===== src/rtl/bin_thresh_ctrl.sv =====
// Adaptive binarization threshold: per-frame mean of the gray stream plus a signed offset.
// The new threshold is only applied between frames, so the binarizer never sees a mid-frame change.
module bin_thresh_ctrl #(
   parameter int         CNT_W     = 19,
   parameter logic [7:0] DEF_VALUE = 8'd128
) (
   input  logic       clk,
   input  logic       rst_n,
   input  logic [7:0] din,
   input  logic       din_vld,
   input  logic       din_sop,
   input  logic       din_eop,
   input  logic       auto_en,
   input  logic [7:0] manual_value,
   input  logic [7:0] offset,
   output logic [7:0] value,
   output logic       value_upd,
   output logic       busy,
   output logic       frame_err,
   output logic       overrun
);

   localparam int SUM_W = 8 + CNT_W;
   localparam int BIT_W = $clog2(SUM_W);

   typedef enum logic [1:0] {IDLE, DIV, CALC} state_t;

   state_t             state_q, state_d;
   logic [SUM_W-1:0]   sum_q, sum_d, sumSnap_q, sumSnap_d;
   logic [CNT_W-1:0]   cnt_q, cnt_d, cntSnap_q, cntSnap_d;
   logic               inFrame_q, inFrame_d;
   logic               divReq_q, divReq_d;
   logic               autoSnap_q, autoSnap_d;
   logic [SUM_W-1:0]   quo_q, quo_d;
   logic [CNT_W-1:0]   rem_q, rem_d, den_q, den_d;
   logic [BIT_W-1:0]   bitCnt_q, bitCnt_d;
   logic [7:0]         pendVal_q, pendVal_d, value_q, value_d;
   logic               pending_q, pending_d;
   logic               valueUpd_q, valueUpd_d;
   logic               frameErr_q, frameErr_d;
   logic               overrun_q, overrun_d;

   logic [CNT_W:0]     remShift;
   logic               remGe;
   logic [9:0]         tSum;

   assign remShift = {rem_q, quo_q[SUM_W-1]};
   assign remGe    = (remShift >= {1'b0, den_q});
   // Quotient never exceeds 255, so a 10-bit signed sum covers -128..382 for saturation.
   assign tSum     = {2'b00, quo_q[7:0]} + {{2{offset[7]}}, offset};

   always_comb begin
      state_d    = state_q;
      sum_d      = sum_q;
      cnt_d      = cnt_q;
      sumSnap_d  = sumSnap_q;
      cntSnap_d  = cntSnap_q;
      inFrame_d  = inFrame_q;
      divReq_d   = 1'b0;
      autoSnap_d = autoSnap_q;
      quo_d      = quo_q;
      rem_d      = rem_q;
      den_d      = den_q;
      bitCnt_d   = bitCnt_q;
      pendVal_d  = pendVal_q;
      pending_d  = pending_q;
      value_d    = value_q;
      valueUpd_d = 1'b0;
      frameErr_d = 1'b0;
      overrun_d  = overrun_q;

      if (din_vld) begin
         if (din_sop) begin
            sum_d     = SUM_W'(din);
            cnt_d     = CNT_W'(1);
            inFrame_d = 1'b1;
            if (inFrame_q) frameErr_d = 1'b1;
         end else if (inFrame_q) begin
            sum_d = sum_q + SUM_W'(din);
            cnt_d = cnt_q + CNT_W'(1);
         end
         if (din_eop) begin
            if (din_sop || inFrame_q) begin
               inFrame_d  = 1'b0;
               autoSnap_d = auto_en;
               sumSnap_d  = sum_d;
               cntSnap_d  = cnt_d;
               divReq_d   = auto_en;
            end else begin
               frameErr_d = 1'b1;
            end
         end
      end

      // Apply first so that a same-cycle CALC or manual write leaves the newer value pending.
      if (pending_q && !inFrame_q && !(din_vld && din_sop)) begin
         value_d    = pendVal_q;
         valueUpd_d = 1'b1;
         pending_d  = 1'b0;
      end

      case (state_q)
         IDLE: begin
            if (divReq_q) begin
               state_d  = DIV;
               quo_d    = sumSnap_q;
               den_d    = cntSnap_q;
               rem_d    = '0;
               bitCnt_d = '0;
            end
         end
         DIV: begin
            quo_d    = {quo_q[SUM_W-2:0], remGe};
            rem_d    = remGe ? CNT_W'(remShift - {1'b0, den_q}) : remShift[CNT_W-1:0];
            bitCnt_d = bitCnt_q + BIT_W'(1);
            if (bitCnt_q == BIT_W'(SUM_W - 1)) state_d = CALC;
         end
         CALC: begin
            state_d = IDLE;
            if (autoSnap_q) begin
               pendVal_d = tSum[9] ? 8'd0 : (tSum[8] ? 8'd255 : tSum[7:0]);
               pending_d = 1'b1;
            end
         end
         default: state_d = IDLE;
      endcase

      if (divReq_q && state_q != IDLE) overrun_d = 1'b1;

      if (din_vld && din_eop && (din_sop || inFrame_q) && !auto_en) begin
         pendVal_d = manual_value;
         pending_d = 1'b1;
      end
   end

   always_ff @(posedge clk or negedge rst_n) begin
      if (!rst_n) begin
         state_q    <= IDLE;
         sum_q      <= '0;
         cnt_q      <= '0;
         sumSnap_q  <= '0;
         cntSnap_q  <= '0;
         inFrame_q  <= 1'b0;
         divReq_q   <= 1'b0;
         autoSnap_q <= 1'b0;
         quo_q      <= '0;
         rem_q      <= '0;
         den_q      <= '0;
         bitCnt_q   <= '0;
         pendVal_q  <= DEF_VALUE;
         pending_q  <= 1'b0;
         value_q    <= DEF_VALUE;
         valueUpd_q <= 1'b0;
         frameErr_q <= 1'b0;
         overrun_q  <= 1'b0;
      end else begin
         state_q    <= state_d;
         sum_q      <= sum_d;
         cnt_q      <= cnt_d;
         sumSnap_q  <= sumSnap_d;
         cntSnap_q  <= cntSnap_d;
         inFrame_q  <= inFrame_d;
         divReq_q   <= divReq_d;
         autoSnap_q <= autoSnap_d;
         quo_q      <= quo_d;
         rem_q      <= rem_d;
         den_q      <= den_d;
         bitCnt_q   <= bitCnt_d;
         pendVal_q  <= pendVal_d;
         pending_q  <= pending_d;
         value_q    <= value_d;
         valueUpd_q <= valueUpd_d;
         frameErr_q <= frameErr_d;
         overrun_q  <= overrun_d;
      end
   end

   assign value     = value_q;
   assign value_upd = valueUpd_q;
   assign busy      = (state_q != IDLE);
   assign frame_err = frameErr_q;
   assign overrun   = overrun_q;

endmodule

===== config.mk =====
export PLATFORM = sky130hd
export DESIGN_NAME = bin_thresh_ctrl
export DESIGN_NICKNAME = d
export VERILOG_FILES = /design/src/rtl/bin_thresh_ctrl.sv
export SDC_FILE = /design/constraint.sdc
export NUM_CORES = 1
export LEC_CHECK = 0
export CAP_MARGIN = 10
export CORE_MARGIN = 2
export CORE_UTILIZATION = 37
export DETAILED_ROUTE_END_ITERATION = 6
export SETUP_SLACK_MARGIN = 0.1
export SLEW_MARGIN = 20
export SYNTH_ARGS = -nofsm -noshare
export SYNTH_HDL_FRONTEND = slang
export SYNTH_SLANG_ARGS = --single-unit

===== constraint.sdc =====
create_clock -name clk -period 4.1 [get_ports clk]
set_input_delay 0.615 -clock clk [delete_from_list [all_inputs] [get_ports clk]]
set_output_delay 0.615 -clock clk [all_outputs]
set_load 0.03 [all_outputs]

# Word level (Yosys, flattened, before mapping)
# Index checks and enable logic that the tools add are counted.
[word_totals]
ff_bits = 187
[op_classes]
n_addsub = 5
n_eq_ne = 5
n_mux = 35
order_cmp = 1
reduce_logical = 21
[op_table]
columns = ["op", "count"]
rows = [
  ["$mux 27", 3],
  ["$mux 19", 4],
  ["$pmux 27 s2", 1],
  ["$mux 8", 5],
  ["$pmux 19 s2", 1],
  ["$add 27x8->27", 1],
  ["$ge 20x19->1", 1],
  ["$add 19x1->19 const B", 1],
  ["$sub 19x19->19", 1],
  ["$mux 1", 16],
  ["$add 9x8->10", 1],
  ["$pmux 5 s2", 1],
  ["$reduce_and 2->1", 4],
  ["$reduce_bool 2->1", 4],
  ["$logic_and 1x1->1", 7],
  ["$add 5x1->5 const B", 1],
  ["$eq 5x5->1 const B", 1],
  ["$mux 5", 1],
  ["$mux 2", 2],
  ["$ne 2x2->1 const B", 2],
  ["$pmux 2 s2", 1],
  ["$logic_not 1->1", 3],
  ["$reduce_and 3->1", 1],
  ["$eq 2x1->1 const B", 1],
  ["3 further kinds", 3],
]

# Depth between registers and ports, before layout
# Gate-level depths: netlist of the first run.
[logic_depth]
ltp_word = 7
mapped_depth = 13
ltp_nobuf = 11

# Least setup slack after synthesis of the first run
# Ideal clock, no wire load.
[synth_timing]
path_type = "reg2reg"
start = "register quo_q[26]"
end = "register rem_q[1]"
t_required_ns = 3.965
synth_period_minus_slack_ns = 2.799
setup_slack_ns = 1.301
path_buffers = 1
stages_incl_launch_ff = 13
setup_time_ns = 0.135
arrival_ns = 2.664
path_cell_list = "dfrtp_1 > inv_1 > ha_1 > inv_1 > fa_1 > a21o_1 > a221o_1 > a211o_1 > o221ai_2 > and2_4 > buf_12 > mux2i_1 > o21ai_1"
[synth_between]
elab_chain_len = 3
elab_cells_between_ends = 4
cone_classes = "add/sub (1); order compare (1); mux (2)"
[synth_rtl]
columns = ["element", "line", "rtl"]
rows = [
  ["start: declaration", "34", "logic [SUM_W-1:0] quo_q, quo_d;"],
  ["start signal: assignment", "165", "quo_q <= quo_d;"],
  ["$sub 19x19->19 or $ge 20x19->1 (tied branches)", "114, 48", ""],
  ["$mux 19 (*)", "114", "rem_d = remGe ? CNT_W'(remShift - {1'b0, den_q}) : remShift[CNT_W-1:0];"],
  ["$pmux 19 s2 (*)", "102", "case (state_q)"],
  ["end signal: assignment", "166", "rem_q <= rem_d;"],
  ["end: declaration", "35", "logic [CNT_W-1:0] rem_q, rem_d, den_q, den_d;"],
]
# Every way passes the cells marked *; elsewhere a longest branch is shown, timed or not.
# A chain may end at the register's enable or synchronous reset.

# Worst setup path after layout of the first run
[layout_timing]
start = "register quo_q[26]"
end = "register rem_q[16]"
# The elaborated chain is that of the path after synthesis.

==> impl_metrics.tcl, run 1 <==
set metrics [dict create \
    cts_sinks 187 \
    clkSlewWorstSetupHoldPaths_ns 0.07 \
    p_leak_nw 4.89 \
    cp_slowest_cell "nand2b_1" \
    via_per_inst 5.27 \
    fin_hold_ws_ns 0.227 \
    synth_nets 1179 \
    critPathMaxStageDelay_ns 0.43 \
    start_util_pct 37.4 \
    syn_area_per_cell_um2 9.38 \
    cp_cell_sequence "inv_1 > ha_1 > inv_1 > fa_1 > a21o_1 > a221o_1 > a211o_1 > o221ai_2 > and2_4 > nand2b_1 > o211ai_1" \
    cp.arrival_ns 3.71 \
    setup_tns_ns 0 \
    grt_antenna_before_repair 0 \
    nFillCells 2664 \
    synth-edff-count 0 \
    crit_buf_inv 2 \
    rows 61 \
    grt_max_degree 106 \
    overflow 0 \
    finalCritPeriodShare_pct 83.2 \
    critPathRequiredTime_ns 4.40 \
    hold_viol 0 \
    ir_worst_vdd_uv 267 \
    drive_above_1_share_pct 9.39 \
    clockBufferDepth 2 \
    gp_congestion 0.804 \
    ys_types 67 \
    core-area_um2 27700 \
    fin_util_pct 42.1 \
    regArea_um2 4680 \
    drt_first_pass_iters 5 \
    path_delay_family "compound AO/OA/AOI/OAI gates" \
    p_per_area_nw_per_um2 655 \
    tightest_slew_ns 0.923 \
    drc 0 \
    diodes 0 \
    grtUsageTotal_pct 16.4 \
    htree_num_levels 4 \
    status "complete, no violations" \
    skew_ns 0.0132 \
    wl_per_cell_um 15.3 \
    rsz0062_at_grt "false" \
    port_buffers 41 \
    ant_nets 0 \
    relSlewSlack_pct 38.5 \
    io_pins 42 \
    synth-main-ff-cell "dfrtp_1" \
    dp_hpwl_um 15900 \
    path_common_cell "inv_1" \
    endpoint_kind "flip-flop" \
    finalWirelength_um 23000 \
    mostFrequentLayoutCells "185 x dfrtp_1, 108 x nand2_1, 99 x nor2_1" \
    yosys_warnings 0 \
    grt_pass1_vias 7452 \
    cts_resized 0 \
    cap_viol_max_count 0 \
    die_w_um 171 \
    ys_async_sr_fraction_pct 100 \
    synth_seq_cells 187 \
    fin_crit_ns 3.41 \
    dieHeight_um 171 \
    clockRootBuffer "clkbuf_16" \
    numCtsBuffers 17 \
    final_common_cell "dfrtp_1" \
    vias 7940 \
    area_growth_pct 12.7 \
    critPathKind "reg -> reg" \
    cts_hold_repair.buffers 0 \
    syn_area_um2 10400 \
    hold_path_class "in -> async" \
    p_total_mw 7.65 \
    drt_iter0_drc 566 \
    grt_pass1_wl_um 38600 \
    dieArea_um2 29400 \
    cts_tree "done" \
    clk_latency_ns 0.44 \
    synthCells 1105 \
    cp_max_fo 20 \
    slew_viol_final 0 \
    post_cts_buffers 0 \
    seq_area_frac_synth_pct 45.2 \
    setup_viol 0 \
    fmax_mhz 293 \
    cp-start-kind "flip-flop" \
    fin_nets 1190 \
    multi_input_area_um2 5200 \
]
## synthesized netlist by cell type, drive strengths merged (6+ instances only)
master / number / share of area (%)
nand3: 48 / 2.3
o211ai: 7 / 0.75
o21a: 6 / 0.43
o31ai: 34 / 2.5
o22ai: 38 / 2.3
buf: 17 / 1.1
or3: 6 / 0.36
and3: 11 / 0.66
xor2: 23 / 1.9
xnor2: 39 / 3.3
nor3: 16 / 0.77
a211oi: 8 / 0.75
and2: 7 / 0.45
nand2: 109 / 3.9
inv: 53 / 1.9
a21o: 10 / 0.72
nor2: 99 / 3.6
nand4: 16 / 0.97
a21oi: 57 / 2.8
mux2i: 22 / 2.1
dfrtp: 185 / 45
nor2b: 6 / 0.36
clkbuf: 48 / 1.7
a31oi: 16 / 0.97
mux2: 34 / 3.7
o21bai: 9 / 0.65
o21ai: 86 / 4.3
ha: 41 / 4.9
## through the flow
step,setup WS [ns],area (µm²),cells
after global placement,0.632,11100,1475
after floorplan,1.30,10400,1105
final,0.689,11700,1507
after detailed placement,0.602,11100,1475
after CTS,0.672,11700,1507
after global routing,0.465,11700,1507
## registers in the layout, summed over array words and instances, names as in the netlist
name	count
autoSnap_q	1
inFrame_q	1
value_upd	1
frame_err	1
sumSnap_q	27
cnt_q	19
overrun	1
bitCnt_q	5
pendVal_q	8
sum_q	27
rem_q	19
divReq_q	1
state_q	2
value	8
cntSnap_q	19
pending_q	1
den_q	19
quo_q	27
## power breakdown
group | leakage, nW | internal, mW | switching, mW | total [mW]
logic | 2.27 | 1.47 | 1.91 | 3.38
clock network | 0.278 | 0.812 | 0.830 | 1.64
registers | 2.35 | 2.30 | 0.330 | 2.63
## cell families after synthesis
| group | after synthesis | synth area share (%) |
|---|---|---|
| XOR/XNOR | 62 | 5.24 |
| multiplexers | 56 | 5.82 |
| AND/OR/NAND/NOR | 334 | 14.6 |
| flip-flops | 187 | 45.2 |
| buffers and inverters | 119 | 4.74 |
| AO/OA/AOI/OAI | 303 | 18.9 |
| adder cells (fa/ha/maj) | 44 | 5.53 |
## final timing paths
kind                                       start                  endpoint  slack [ns]  cells after the start
max                        quo_q[26]$_DFFE_PN0P_     rem_q[16]$_DFFE_PN0P_        0.69                     11
min                                        rst_n      cnt_q[6]$_DFFE_PN0P_        0.23                      1
max reg2reg                quo_q[26]$_DFFE_PN0P_     rem_q[16]$_DFFE_PN0P_        0.69                     11
min reg2reg                  overrun$_DFFE_PN0P_       overrun$_DFFE_PN0P_        0.47                      1
max in group asynchronous                  rst_n  pendVal_q[7]$_DFFE_PN1P_        2.86                      2
min in group clk             overrun$_DFFE_PN0P_       overrun$_DFFE_PN0P_        0.47                      1
## per-layer routing
layer | track usage (%) | vias to the layer above | part of all wire (%)
met5 | 0 | - | 0
met4 | 3.91 | 0 | 1.0
met3 | 2.44 | 16 | 3.8
met2 | 24.4 | 144 | 43
met1 | 24.9 | 3809 | 52
li1 | - | 3971 | -
## layout make-up
type,count,share of cell area (%)
multi-input combinational,799,44.5
sequential,187,40.1
timing repair buffer,57,4.64
tap,378,4.05
clock buffer,17,3.64
inverter,54,1.74
clock inverter,15,1.33
Note: power is estimated with default switching activity, not from simulation.
==> run 2: changes to the inputs <==
clock period = 3.15 ns   (was 4.1 ns; I/O delays follow)
==> run 2 against run 1 <==
Effect of this change: clock-buffer cell count unchanged; clock power is 32% higher; via count is 0.44% higher; non-clock buffer count rose by 17; sequential cell count is the same; clock skew shrank 0.0037 ns; sequential power rose by 30%; fmax rose by 19%; utilization rose by 0.49 points; critical path type unchanged.
==> impl_metrics.tcl, run 2 (same netlist as run 1, synthesis figures left out) <==
set metrics [dict create \
    dieArea_um2 29400 \
    critPathKind "reg -> reg" \
    final_cell_area_um2 11800 \
    tightest_slew_ns 0.846 \
    clk_latency_ns 0.43 \
    dp_hpwl_um 15900 \
    p_per_area_nw_per_um2 860 \
    drt_iter0_drc 539 \
    fin_nets 1207 \
    reg2reg_to "rem_q[1]$_DFFE_PN0P_" \
    dpl-instance-area_um2 11200 \
    fin_util_pct 42.6 \
    cts_hold_repair.buffers 0 \
    grt_pass1_wl_um 39300 \
    setup_viol 0 \
    clockBufferDepth 2 \
    top_regs "quo_q x27, sumSnap_q x27, sum_q x27" \
    final_common_cell "dfrtp_1" \
    hold_viol 0 \
    dieHeight_um 171 \
    fmax_mhz 349 \
    rsz0062_at_grt "false" \
    grtUsageTotal_pct 16.6 \
    htree_num_levels 4 \
    finalWorstSetupSlack_ns 0.286 \
    vias 7975 \
    drc 0 \
    relSlewSlack_pct 43.4 \
    mostFrequentLayoutCells "185 x dfrtp_1, 108 x nand2_1, 99 x nor2_1" \
    skew_ns 0.00949 \
    ir_worst_vdd_uv 419 \
    overflow 0 \
    cp-start-kind "flip-flop" \
    gp_congestion 0.806 \
    endpoint_kind "flip-flop" \
    hold_path_class "in -> async" \
    die_w_um 171 \
    critPathRequiredTime_ns 3.44 \
    critical_path.startpoint "quo_q[26]$_DFFE_PN0P_" \
    cp_max_fo 13 \
    numCtsBuffers 17 \
    start_util_pct 37.4 \
    setup_tns_ns 0 \
    clkSlewWorstSetupHoldPaths_ns 0.07 \
    status "complete, no violations" \
    slew_viol_final 0 \
    ant_nets 0 \
    drive_above_1_share_pct 10.9 \
    area_growth_pct 14.0 \
    grt_util_met1_pct 24.7 \
    p_leak_nw 4.99 \
    clockRootBuffer "clkbuf_16" \
    cts_sinks 187 \
    r2r_slack_ns 0.29 \
    core-area_um2 27700 \
    wl_per_cell_um 15.3 \
    rows 61 \
    fin_hold_ws_ns 0.100 \
    cp.arrival_ns 3.15 \
    port_buffers 41 \
    p_total_mw 10.2 \
    finalCritPeriodShare_pct 90.9 \
    diodes 0 \
    r2r.worst_path.cells 12 \
    gr-usage-met3_pct 2.39 \
    stdcell_count 1524 \
    pre_cts_slack_ns -0.0186 \
    grt_antenna_before_repair 0 \
    dpl.cell_count 1491 \
    crit_path_end "rem_q[1]$_DFFE_PN0P_" \
    grt_max_degree 90 \
    use_met2_pct 25.1 \
    finalWirelength_um 23300 \
    cap_viol_max_count 0 \
    drt_first_pass_iters 5 \
    via_per_inst 5.23 \
    grt-busiest-layer "met2" \
    regToRegStartpoint "quo_q[26]$_DFFE_PN0P_" \
    grt_pass1_vias 7635 \
    io_pins 42 \
    cts_tree "done" \
    fin_crit_ns 2.86 \
]
run 2: critical path, cell delays in order (launching register included):
cell	delay (ns)
dfrtp_1	0.39
inv_1	0.08
ha_1	0.16
inv_1	0.06
fa_2	0.35
a21o_1	0.21
a221o_1	0.38
a211o_1	0.29
o221ai_2	0.16
and2_4	0.20
buf_12	0.15
mux2i_1	0.22
o21ai_1	0.07
run 2: power breakdown:
group	switching (mW)	internal (mW)	leakage [nW]
Clock	1.04	1.12	0.292
Sequential	0.425	2.99	2.35
Combinational	2.54	2.04	2.35
Total	4.00	6.16	4.99
run 2: final cells by class:
type / instances / area, µm²
Fill cell: 2706 / 15900
Inverter: 54 / 203
Clock inverter: 15 / 158
Clock buffer: 17 / 425
Tap cell: 378 / 473
Multi-Input combinational cell: 799 / 5200
Sequential cell: 187 / 4680
Timing Repair Buffer: 74 / 669
run 2: routing by layer:
layer | share of wire, % | up-vias
met3 | 3.7 | 20
met1 | 52 | 3835
met2 | 43 | 134
li1 | - | 3986
met5 | 0 | -
met4 | 1.2 | 0
run 2: repair_timing:
item,4_1_cts,5_1_grt
endpoints found under the hold margin,0,0
setup endpoints to repair,0,19
setup buffers,0,1
gates resized for setup,0,2
run 2: worst min path at each step:
stage	start	cells after the start	endpoint
2_1_floorplan	rst_n	0	autoSnap_q$_DFFE_PN0P_
3_3_place_gp	cntSnap_q[2]$_DFFE_PN0P_	2	cntSnap_q[2]$_DFFE_PN0P_
3_5_place_dp	cntSnap_q[6]$_DFFE_PN0P_	2	cntSnap_q[6]$_DFFE_PN0P_
4_1_cts	rst_n	1	cnt_q[8]$_DFFE_PN0P_
5_1_grt	rst_n	1	cnt_q[8]$_DFFE_PN0P_
6_report	rst_n	1	cnt_q[8]$_DFFE_PN0P_
